`src/rtl/div_seq_pkg.sv`:
```
// Shared types and constants for the sequential 32-bit divider.
package div_seq_pkg;

  typedef enum logic [1:0] {
    DIV_FREE   = 2'b00,
    DIV_BYZERO = 2'b01,
    DIV_ON     = 2'b10,
    DIV_END    = 2'b11
  } div_state_e;

  localparam logic DIV_RESULT_READY     = 1'b1;
  localparam logic DIV_RESULT_NOT_READY = 1'b0;
  localparam logic DIV_START            = 1'b1;
  localparam logic DIV_STOP             = 1'b0;

  localparam int unsigned DIV_W    = 32;
  localparam logic [5:0]  DIV_LAST = 6'd32;

  function automatic logic [DIV_W-1:0] neg_if(input logic [DIV_W-1:0] v, input logic en);
    return en ? (~v + 32'd1) : v;
  endfunction

endpackage

```
`src/rtl/div_step.sv`:
```
// One restoring-division iteration on the {remainder, dividend, quotient-bit} shift register.
module div_step
  import div_seq_pkg::*;
(
  input  logic [2*DIV_W:0]   dividend_in,
  input  logic [DIV_W-1:0]   divisor,
  output logic [2*DIV_W:0]   dividend_out
);

  logic [DIV_W:0] diff;

  always_comb begin
    diff = dividend_in[2*DIV_W:DIV_W] - {1'b0, divisor};
    if (diff[DIV_W]) begin
      dividend_out = {dividend_in[2*DIV_W-1:0], 1'b0};
    end else begin
      dividend_out = {diff[DIV_W-1:0], dividend_in[DIV_W-1:0], 1'b1};
    end
  end

endmodule

```
`src/rtl/div_seq.sv`:
```
// Multi-cycle signed/unsigned 32-bit divider for the EX stage; result is {remainder, quotient}.
module div_seq
  import div_seq_pkg::*;
(
  input  logic        clk,
  input  logic        rst,
  input  logic        signed_div_i,
  input  logic [31:0] opdata1_i,
  input  logic [31:0] opdata2_i,
  input  logic        start_i,
  input  logic        annul_i,
  output logic [63:0] result_o,
  output logic        ready_o,
  output logic        stallreq_o
);

  div_state_e  state, state_n;
  logic [5:0]  cnt, cnt_n;
  logic [64:0] dividend, dividend_n, step_out;
  logic [31:0] divisor, divisor_n;
  logic        sign1, sign1_n, sign2, sign2_n, sgn, sgn_n;
  logic [63:0] result_n;
  logic        ready_n;
  logic [31:0] quot, rem;

  div_step u_step (
    .dividend_in  (dividend),
    .divisor      (divisor),
    .dividend_out (step_out)
  );

  always_comb begin
    stallreq_o = start_i & ~ready_o & ~annul_i;
  end

  // Quotient lives in [31:0]; remainder was left one bit up at [64:33] by the last step.
  always_comb begin
    quot = neg_if(dividend[31:0], sgn & (sign1 ^ sign2));
    rem  = neg_if(dividend[64:33], sgn & sign1);
  end

  always_comb begin
    state_n    = state;
    cnt_n      = cnt;
    dividend_n = dividend;
    divisor_n  = divisor;
    sign1_n    = sign1;
    sign2_n    = sign2;
    sgn_n      = sgn;
    result_n   = result_o;
    ready_n    = ready_o;
    case (state)
      DIV_FREE: begin
        if (start_i == DIV_START && !annul_i) begin
          sgn_n      = signed_div_i;
          sign1_n    = signed_div_i & opdata1_i[31];
          sign2_n    = signed_div_i & opdata2_i[31];
          divisor_n  = neg_if(opdata2_i, signed_div_i & opdata2_i[31]);
          dividend_n = {32'd0, neg_if(opdata1_i, signed_div_i & opdata1_i[31]), 1'b0};
          cnt_n      = '0;
          state_n    = (opdata2_i == '0) ? DIV_BYZERO : DIV_ON;
        end
      end
      DIV_BYZERO: begin
        result_n = '0;
        if (annul_i) begin
          state_n = DIV_FREE;
          ready_n = DIV_RESULT_NOT_READY;
        end else begin
          state_n = DIV_END;
          ready_n = DIV_RESULT_READY;
        end
      end
      DIV_ON: begin
        if (annul_i) begin
          state_n  = DIV_FREE;
          ready_n  = DIV_RESULT_NOT_READY;
          result_n = '0;
        end else if (cnt != DIV_LAST) begin
          dividend_n = step_out;
          cnt_n      = cnt + 6'd1;
        end else begin
          result_n = {rem, quot};
          ready_n  = DIV_RESULT_READY;
          state_n  = DIV_END;
          cnt_n    = '0;
        end
      end
      DIV_END: begin
        if (start_i == DIV_STOP) begin
          state_n  = DIV_FREE;
          ready_n  = DIV_RESULT_NOT_READY;
          result_n = '0;
        end
      end
      default: state_n = DIV_FREE;
    endcase
  end

  always_ff @(posedge clk) begin
    if (rst) begin
      state    <= DIV_FREE;
      cnt      <= '0;
      dividend <= '0;
      divisor  <= '0;
      sign1    <= 1'b0;
      sign2    <= 1'b0;
      sgn      <= 1'b0;
      result_o <= '0;
      ready_o  <= DIV_RESULT_NOT_READY;
    end else begin
      state    <= state_n;
      cnt      <= cnt_n;
      dividend <= dividend_n;
      divisor  <= divisor_n;
      sign1    <= sign1_n;
      sign2    <= sign2_n;
      sgn      <= sgn_n;
      result_o <= result_n;
      ready_o  <= ready_n;
    end
  end

endmodule
```
`config.mk`:
```
export PLATFORM = sky130hd
export DESIGN_NAME = div_seq
export DESIGN_NICKNAME = d
export VERILOG_FILES = /design/src/rtl/div_seq_pkg.sv /design/src/rtl/div_step.sv /design/src/rtl/div_seq.sv
export SDC_FILE = /design/constraint.sdc
export NUM_CORES = 1
export LEC_CHECK = 0
export CAP_MARGIN = 20
export CORE_MARGIN = 2
export CORE_UTILIZATION = 50
export CTS_BUF_LIST = sky130_fd_sc_hd__clkbuf_8
export DETAILED_ROUTE_END_ITERATION = 10
export PLACE_DENSITY = 0.74
export SETUP_SLACK_MARGIN = 0.1
export SYNTH_ARGS = -nofsm -noshare
export SYNTH_HDL_FRONTEND = slang
export SYNTH_SLANG_ARGS = --single-unit
```
`constraint.sdc`:
```
create_clock -name clk -period 3.6 [get_ports clk]
set_input_delay 0.36 -clock clk [delete_from_list [all_inputs] [get_ports clk]]
set_output_delay 0.36 -clock clk [all_outputs]
set_load 0.05 [all_outputs]
```
# [Word-level counts from Yosys, hierarchy flattened]
# Cells that the tools add are included.
[classes] n_eq_ne=9 bitwise_logic=13 mux=29 n_reduce_logical=11 add_sub_neg=6
[ops] op="65-bit 2-to-1 mux" n=4
[ops] op="64-bit 2-to-1 mux" n=3
[ops] op="64-bit one-hot mux with 3 select lines" n=1
[ops] op="65-bit one-hot mux with 2 select lines" n=1
[ops] op="32-bit by 1-bit adder with 32-bit output, second input constant" n=4
[ops] op="32-bit 2-to-1 mux" n=4
[ops] op="32-bit NOT" n=4
[ops] op="33-bit by 32-bit subtractor with 33-bit output" n=1
[ops] op="32-bit zero test" n=1
[ops] op="6-bit 2-to-1 mux" n=3
[ops] op="2-bit 2-to-1 mux" n=6
[ops] op="6-bit one-hot mux with 2 select lines" n=1
[ops] op="3-bit AND reduction" n=3
[ops] op="2-bit inequality test, second input constant" n=4
[ops] op="2-bit one-hot mux with 4 select lines" n=1
[ops] op="6-bit by 1-bit adder with 6-bit output, second input constant" n=1
[ops] op="1-bit AND" n=6
[ops] op="6-bit inequality test, second input constant" n=1
[ops] op="2-bit equality test, second input constant" n=2
[ops] op="1-bit 2-to-1 mux" n=4
[ops] op="4-bit AND reduction" n=1
[ops] op="3-bit inequality test, second input constant" n=1
[ops] op="1-bit one-hot mux with 3 select lines" n=1
[ops] op="3-bit nonzero test" n=1
[ops] op="other kinds (8)" n=9
[totals] reg_bits=173 in_bits=69 output_inout_bits=66 wordCells=77

# [Longest topological paths before layout]
# Gate-level depths: netlist of run 1.
[depth] word_depth=6 depth_mapped=14 mapped_depth_nobuf=12

# [Modules after synthesis]
# A second synthesis of run 1 with hierarchy kept.
[hier_totals] cells_unflattened=1511 area_unflattened_um2=12024.0
[modules_own_cells] mod="div_seq" seq_area_each_um2=3463.3 cells_per_inst=1174 area_per_inst_um2=9425.3 instances=1
[modules_own_cells] mod="div_step" seq_area_each_um2=0.0 cells_per_inst=337 area_per_inst_um2=2598.7 instances=1

# [Least setup slack after synthesis of run 1]
# OpenSTA, ideal clock, no wires.
[synth_timing] path_type="register -> register" from="register dividend[32]" to="register dividend[34]" setup_ns=0.117 stages_incl_launch_ff=15 setup_slack_ns=0.594 period_less_slack_ns=3.006 arrival_ns=2.889 path_cell_list="dfxtp_1 > inv_1 > ha_1 > fa_1 > nand2b_1 > a21oi_1 > o21ai_0 > a221oi_1 > o21ai_0 > and4_1 > or3_1 > clkbuf_1 > buf_2 > mux2i_1 > a22o_1"
[synth_between] elab_chain_cells=5
[synth_rtl] item="from (decl)" line="div_seq.sv:19" rtl="logic [64:0] dividend, dividend_n, step_out;"
[synth_rtl] item="from (signal assigned)" line="div_seq.sv:114" rtl="dividend <= dividend_n;"
[synth_rtl] item="33-bit by 32-bit subtractor with 33-bit output" line="div_step.sv:13" rtl="diff = dividend_in[2*DIV_W:DIV_W] - {1'b0, divisor};"
[synth_rtl] item="65-bit 2-to-1 mux" line="div_step.sv:14" rtl="if (diff[DIV_W]) begin"
[synth_rtl] item="65-bit 2-to-1 mux" line="div_seq.sv:79" rtl="end else if (cnt != DIV_LAST) begin"
[synth_rtl] item="65-bit 2-to-1 mux" line="div_seq.sv:75" rtl="if (annul_i) begin"
[synth_rtl] item="65-bit one-hot mux with 2 select lines" line="div_seq.sv:52" rtl="case (state)"
# Every way passes these cells. The select of a mux whose other input is x is not followed.
# A chain may end at the register's enable or synchronous reset.

# [Final worst setup path of run 1]
[layout_timing] from="register divisor[14]" to="register dividend[63]"
[layout_between] elab_chain_cells=5
[layout_rtl] item="from (decl)" line="div_seq.sv:20" rtl="logic [31:0] divisor, divisor_n;"
[layout_rtl] item="from (signal assigned)" line="div_seq.sv:115" rtl="divisor <= divisor_n;"
[layout_rtl] item="33-bit by 32-bit subtractor with 33-bit output" line="div_step.sv:13"
[layout_rtl] item="65-bit 2-to-1 mux" line="div_step.sv:14"
[layout_rtl] item="65-bit 2-to-1 mux" line="div_seq.sv:79"
[layout_rtl] item="65-bit 2-to-1 mux" line="div_seq.sv:75"
[layout_rtl] item="65-bit one-hot mux with 2 select lines" line="div_seq.sv:52"
# Every way passes these cells. The select of a mux whose other input is x is not followed.

==> impl_metrics.py, run 1 <==
metrics = {
    "outcome": {
        "status": "finished, final reports clean",
    },
    "critical_path": {
        "cp-start-kind": "register",
        "crit_start": "divisor[14]$_SDFFE_PP0P_",
        "required_ns": 3.97,
        "max_stage_delay_ns": 0.49,
        "cp_cell_sequence": "inv_1 -> ha_1 -> o21ai_0 -> a22oi_1 -> a21o_1 -> a31oi_1 -> o211ai_1 -> a2111oi_0 -> nor3_1 -> xor2_1 -> a31o_2",
        "r2r_start": "divisor[14]$_SDFFE_PP0P_",
        "crit_fanout": 6,
        "crit_family": "compound AO/OA/AOI/OAI gates",
        "critPathKind": "reg -> reg",
        "cpMaxStageDelayCell": "a2111oi_0",
        "worstPathBufferInverterCount": 1,
        "cp.arrival_ns": 3.58,
        "crit_path_end_kind": "register",
    },
    "grt": {
        "grt_overflow": 0,
        "grt_usage_pct": 25.7,
        "grt_max_degree": 66,
        "grt_pass1_wl_mm": 49.2,
        "grt_pass1_vias": 9654,
        "grt_antenna_before_repair": 0,
    },
    "cells_and_area": {
        "drive_above_1_share_pct": 6.37,
        "antennaDiodeCount": 0,
        "n_fill_cell": 2003,
        "area_growth_pct": 19.3,
        "finalNetCount": 1653,
    },
    "yosys": {
        "syn_inst": 1429,
        "yosysWarnings": 0,
        "synth_edf_count": 0,
        "synth_top_area_share_pct": 31.7,
        "yosysTopAreaCell": "dfxtp_1",
        "synth_ff_type": "dfxtp_1",
        "synth_common_cells": "nand2_1, dfxtp_1, nor2_1",
        "syn_area_per_cell_sq_um": 7.65,
        "syn_area_sq_um": 10900,
        "ys_seq_elements": 173,
        "synth_most_common_cell": "nand2_1",
        "synth.net_count": 1541,
        "synth.distinct_cells": 61,
        "yosys-top-cells-area": "dfxtp_1, nand2_1, xnor2_1",
        "ys_seq_area_share_pct": 31.7,
        "synthArstFlopShare_pct": 0,
    },
    "floorplan": {
        "rows": 54,
        "initial_core_util_pct": 50.6,
        "pin_count": 135,
        "core_area_sq_um": 21600,
        "die-width_um": 152,
        "die_h_um": 152,
        "die-area_sq_um": 23100,
    },
    "cts": {
        "cts_sinks": 173,
        "numCtsBuffers": 17,
        "h-tree-depth": 4,
        "path_clk_slew_ns": 0.10,
        "holdBufCountCts": 0,
        "cts_tree": "done",
        "clock_latency_ns": 0.47,
        "cts_root_buffer": "clkbuf_8",
        "clock_path_buffers": 2,
    },
    "power_and_ir_drop": {
        "total_leakage_power_uw": 0.00507,
        "power.density_nw_per_um2": 490,
        "ir_worst_vdd_mv": 0.560,
    },
    "route": {
        "wirelength_mm": 30.2,
        "ant_nets": 0,
        "drc": 0,
        "drt_iter0_drc": 726,
        "avgViaCountPerCell": 5.76,
        "num_vias": 10600,
        "drt_pass1_iterations": 5,
        "wl_per_cell_um": 16.5,
    },
    "timing": {
        "max_slew_margin_pct": 47.5,
        "period_needed_ns": 3.21,
        "max_freq_mhz": 312,
        "period_share_pct": 89.1,
        "worst_slack_ns": 0.391,
        "setup_viol": 0,
        "worst_slew_pin_slew_ns": 0.767,
        "fin_tns_setup_ns": 0,
        "clock_skew_ns": 0.0155,
        "finalHoldViolations": 0,
        "rsz0062_at_grt": "no",
        "drv_slew": 0,
    },
    "place": {
        "place_congestion": 0.932,
        "hpwl_mm": 23.4,
        "dp_slack_ns": 0.164,
        "port_buffers": 134,
    },
    "run": {
        "cap_violations": 0,
    },
    "hold_path": {
        "hold_start": "rst",
        "hold_class": "in -> reg",
    },
}
[repair_timing]
action,4_1_cts,5_1_grt
endpoints found under the setup margin,0,31
buffers inserted,0,0
gates resized for setup,0,2
endpoints found under the hold margin,0,0
[through the flow]
stage	instance area (sq um)	total power, uW	std cells	utilization, %	hold WS (ns)
floorplan	10900	4330	1429	-	0.432
global placement	12700	5060	1802	58.6	0.442
detailed placement	12700	5110	1802	58.6	0.447
CTS	13000	6370	1834	60.3	0.361
global route	13000	6830	1834	60.3	0.393
finish	13000	6390	1834	60.3	0.388
[path summary, 6_finish.rpt]
kind	endpoint	slack [ns]	depth (start not counted)
hold / removal	result_o[19]$_SDFFE_PP0P_	0.39	2
setup / recovery	dividend[63]$_SDFFE_PP0P_	0.39	11
hold reg to reg	divisor[31]$_SDFFE_PP0P_	0.46	2
setup reg to reg	dividend[63]$_SDFFE_PP0P_	0.39	11
[flip-flops by register name, indices dropped and copies added (netlist names)]
register / flops
dividend: 65
result_o: 64
divisor: 32
cnt: 6
state: 2
ready_o: 1
sgn: 1
sign1: 1
sign2: 1
[cell families (layout without fill, tap and decap cells)]
family | count (synthesis) | after routing | share of synthesized area (%)
multiplexers | 33 | 33 | 3.03
AO/OA/AOI/OAI | 398 | 398 | 23.3
AND/OR/NAND/NOR | 496 | 496 | 20.4
flip-flops | 173 | 173 | 31.7
XOR/XNOR | 146 | 146 | 11.7
adder cells (fa/ha/maj) | 43 | 43 | 4.99
buffers and inverters | 140 | 265 | 4.85
[layout by cell type, fill, tap and decap left out, types with 32 or more instances in the layout]
| cell | instances |
|---|---|
| buf_4 | 39 |
| nor2_1 | 151 |
| mux2i_1 | 32 |
| dfxtp_1 | 173 |
| xor2_1 | 70 |
| a21oi_1 | 105 |
| inv_1 | 60 |
| clkdlybuf4s50_1 | 133 |
| xnor2_1 | 76 |
| a22oi_1 | 42 |
| nand2_1 | 192 |
| ha_1 | 41 |
| nor3_1 | 33 |
| o21ai_0 | 102 |
[area by class of cell]
cell class	instances	area [sq um]	share of cell area [%]
multi-input cells	1116	6980	53.5
flip-flops and latches	173	3460	26.6
repair buffers	174	1660	12.8
well taps	280	350	2.69
clock buffers	18	248	1.90
inverters	59	221	1.70
clock inverters	14	114	0.873
[layer usage]
metal	GRT usage (%)	routed length, um
met3	4.02	1530
met1	34.6	13900
met4	11.6	1270
met2	40.6	13500
met5	0	0
[report_power, final]
part           total, uW  switching [uW]  internal (uW)
Combinational       2800            1740           1060
Clock               1270             763            507
Sequential          2310             212           2100
[worst reg2reg max path, stage by stage (launching register included)]
cell and delay, ns:
dfxtp_1 0.35, inv_1 0.07, ha_1 0.35, o21ai_0 0.40
a22oi_1 0.21, a21o_1 0.18, a31oi_1 0.29, o211ai_1 0.22
a2111oi_0 0.49, nor3_1 0.14, xor2_1 0.16, a31o_2 0.25
Note: power is estimated with default switching activity, not from simulation.
==> inputs of run 2 (changes only) <==
- CELL_PAD_IN_SITES_DETAIL_PLACEMENT: default -> 1
- CELL_PAD_IN_SITES_GLOBAL_PLACEMENT: default -> 1
- CORE_UTILIZATION: 50 -> 43
- PLACE_DENSITY: 0.74 -> 0.84
==> impl_metrics.py, run 2 (same netlist as run 1, synthesis figures left out) <==
metrics = {
    "route": {
        "num_vias": 10700,
        "wl_met1_mm": 15.9,
        "drc": 0,
        "avgViaCountPerCell": 5.69,
        "topRoutingLayerUsed": "met4",
        "wirelength_mm": 35.3,
        "routed-wl-met3_mm": 1.02,
        "drt_pass1_iterations": 6,
        "dr_wl_met2_mm": 17.5,
        "ant_nets": 0,
        "wl_per_cell_um": 18.8,
        "drt_iter0_drc": 593,
    },
    "grt": {
        "grt_usage_pct": 26.8,
        "grt_max_degree": 86,
        "grt_pass1_vias": 10900,
        "grt_overflow": 0,
        "grt_pass1_wl_mm": 57.2,
        "grt_antenna_before_repair": 0,
    },
    "power_and_ir_drop": {
        "total_leakage_power_uw": 0.00509,
        "seq_power_share_pct": 34.7,
        "p_switching_uw": 2930,
        "p_total_uw": 6670,
        "p_int_uw": 3740,
        "pwr-share-clk_pct": 21.7,
        "p_sw_share_pct": 43.9,
        "combPwrFrac_pct": 43.6,
        "ir_worst_vdd_mv": 0.437,
        "power.density_nw_per_um2": 507,
    },
    "cts": {
        "cts_tree": "done",
        "cts_setup_buffers": 0,
        "cts_sinks": 173,
        "cts_resized": 0,
        "clock_latency_ns": 0.48,
        "cts_root_buffer": "clkbuf_8",
        "numCtsBuffers": 17,
        "h-tree-depth": 4,
        "holdBufCountCts": 0,
        "path_clk_slew_ns": 0.11,
        "clock_path_buffers": 2,
    },
    "hold_path": {
        "min_to": "sign1$_SDFFE_PP0P_",
        "whs_path_depth": 2,
        "hold_start": "rst",
        "hold_class": "in -> reg",
    },
    "critical_path": {
        "cp.arrival_ns": 3.72,
        "timing.rr.end": "dividend[63]$_SDFFE_PP0P_",
        "required_ns": 3.98,
        "reg2reg_slack_ns": 0.26,
        "crit_fanout": 4,
        "ff2ff_path_depth": 11,
        "crit_path_end_kind": "register",
        "cp-start-kind": "register",
        "r2r_start": "divisor[5]$_SDFFE_PP0P_",
        "critPathKind": "reg -> reg",
    },
    "timing": {
        "fin_tns_setup_ns": 0,
        "period_share_pct": 92.9,
        "drv_slew": 0,
        "timing.hold.ws_ns": 0.306,
        "clock_skew_ns": 0.0249,
        "setup_viol": 0,
        "max_freq_mhz": 299,
        "worst_slack_ns": 0.257,
        "period_needed_ns": 3.34,
        "max_slew_margin_pct": 38.1,
        "rsz0062_at_grt": "no",
        "worst_slew_pin_slew_ns": 0.928,
        "finalHoldViolations": 0,
    },
    "cells_and_area": {
        "area_growth_pct": 20.3,
        "n_fill_cell": 3119,
        "largest_reg_flops": 65,
        "finalNetCount": 1652,
        "largest-register": "dividend",
        "final_common_cell": "nand2_1",
        "drive_above_1_share_pct": 6.50,
        "mostFrequentLayoutCells": "nand2_1, dfxtp_1, nor2_1",
        "multi_input_area_sq_um": 7000,
        "reg_top3": "dividend x65, result_o x64, divisor x32",
        "register_area_sq_um": 3460,
        "antennaDiodeCount": 0,
    },
    "floorplan": {
        "rows": 58,
        "die_h_um": 163,
        "die-width_um": 163,
        "die-area_sq_um": 26700,
        "pin_count": 135,
        "core_area_sq_um": 25000,
        "initial_core_util_pct": 43.7,
    },
    "place": {
        "hpwl_mm": 27.2,
        "place_congestion": 0.894,
        "port_buffers": 134,
        "dp_slack_ns": 0.103,
    },
    "outcome": {
        "status": "finished, final reports clean",
    },
    "run": {
        "cap_violations": 0,
    },
}
run 2: how the worst max path moves through the flow:
stage / from / endpoint / cells past startpoint
after floorplan: dividend[32]$_SDFFE_PP0P_ / dividend[34]$_SDFFE_PP0P_ / 14
after global placement: opdata2_i[5] / divisor[26]$_SDFFE_PP0P_ / 10
after detailed placement: opdata2_i[5] / divisor[30]$_SDFFE_PP0P_ / 10
after CTS: divisor[5]$_SDFFE_PP0P_ / dividend[63]$_SDFFE_PP0P_ / 11
after global routing: dividend[32]$_SDFFE_PP0P_ / dividend[34]$_SDFFE_PP0P_ / 13
final: divisor[5]$_SDFFE_PP0P_ / dividend[63]$_SDFFE_PP0P_ / 11
run 2: metal layers:
layer  global-route usage (%)  vias to the layer above
li1                         -                     5243
met1                     33.7                     5212
met2                     46.9                      197
met3                     4.19                       53
met4                     8.61                        0
met5                        0                        -
run 2: area by class of cell:
| class | instances | area share [%] |
|---|---|---|
| Multi-Input combinational cell | 1116 | 53.2 |
| Sequential cell | 173 | 26.3 |
| Timing Repair Buffer | 173 | 12.5 |
| Tap cell | 330 | 3.14 |
| Clock buffer | 17 | 1.78 |
| Inverter | 59 | 1.68 |
| Clock inverter | 15 | 1.32 |
run 2: metrics by stage:
step                      cells  util (%)  instance area (sq um)
after global placement     1851      50.8                  12700
after global routing       1883      52.5                  13100
after floorplan            1429         -                  10900
final                      1883      52.5                  13100
after CTS                  1883      52.4                  13100
after detailed placement   1851      50.8                  12700
run 2: critical path, stage by stage, from the launching register on:
cell       delay, ns
dfxtp_1         0.35
inv_1           0.07
ha_1            0.35
a21o_1          0.22
or3_1           0.33
o21a_1          0.25
a31oi_2         0.32
o211ai_1        0.21
a2111oi_1       0.59
nor3_1          0.14
xor2_1          0.17
a31o_2          0.25
run 2: power by group through the flow:
| stage | Sequential [uW] | Clock, uW | Combinational, uW |
|---|---|---|---|
| finish | 2320 | 1450 | 2910 |
| global route | 2350 | 1560 | 3210 |
| CTS | 2310 | 1460 | 2870 |
| detailed placement | 2360 | 0 | 2840 |
| global placement | 2340 | 0 | 2750 |
| floorplan | 2310 | 0 | 2010 |
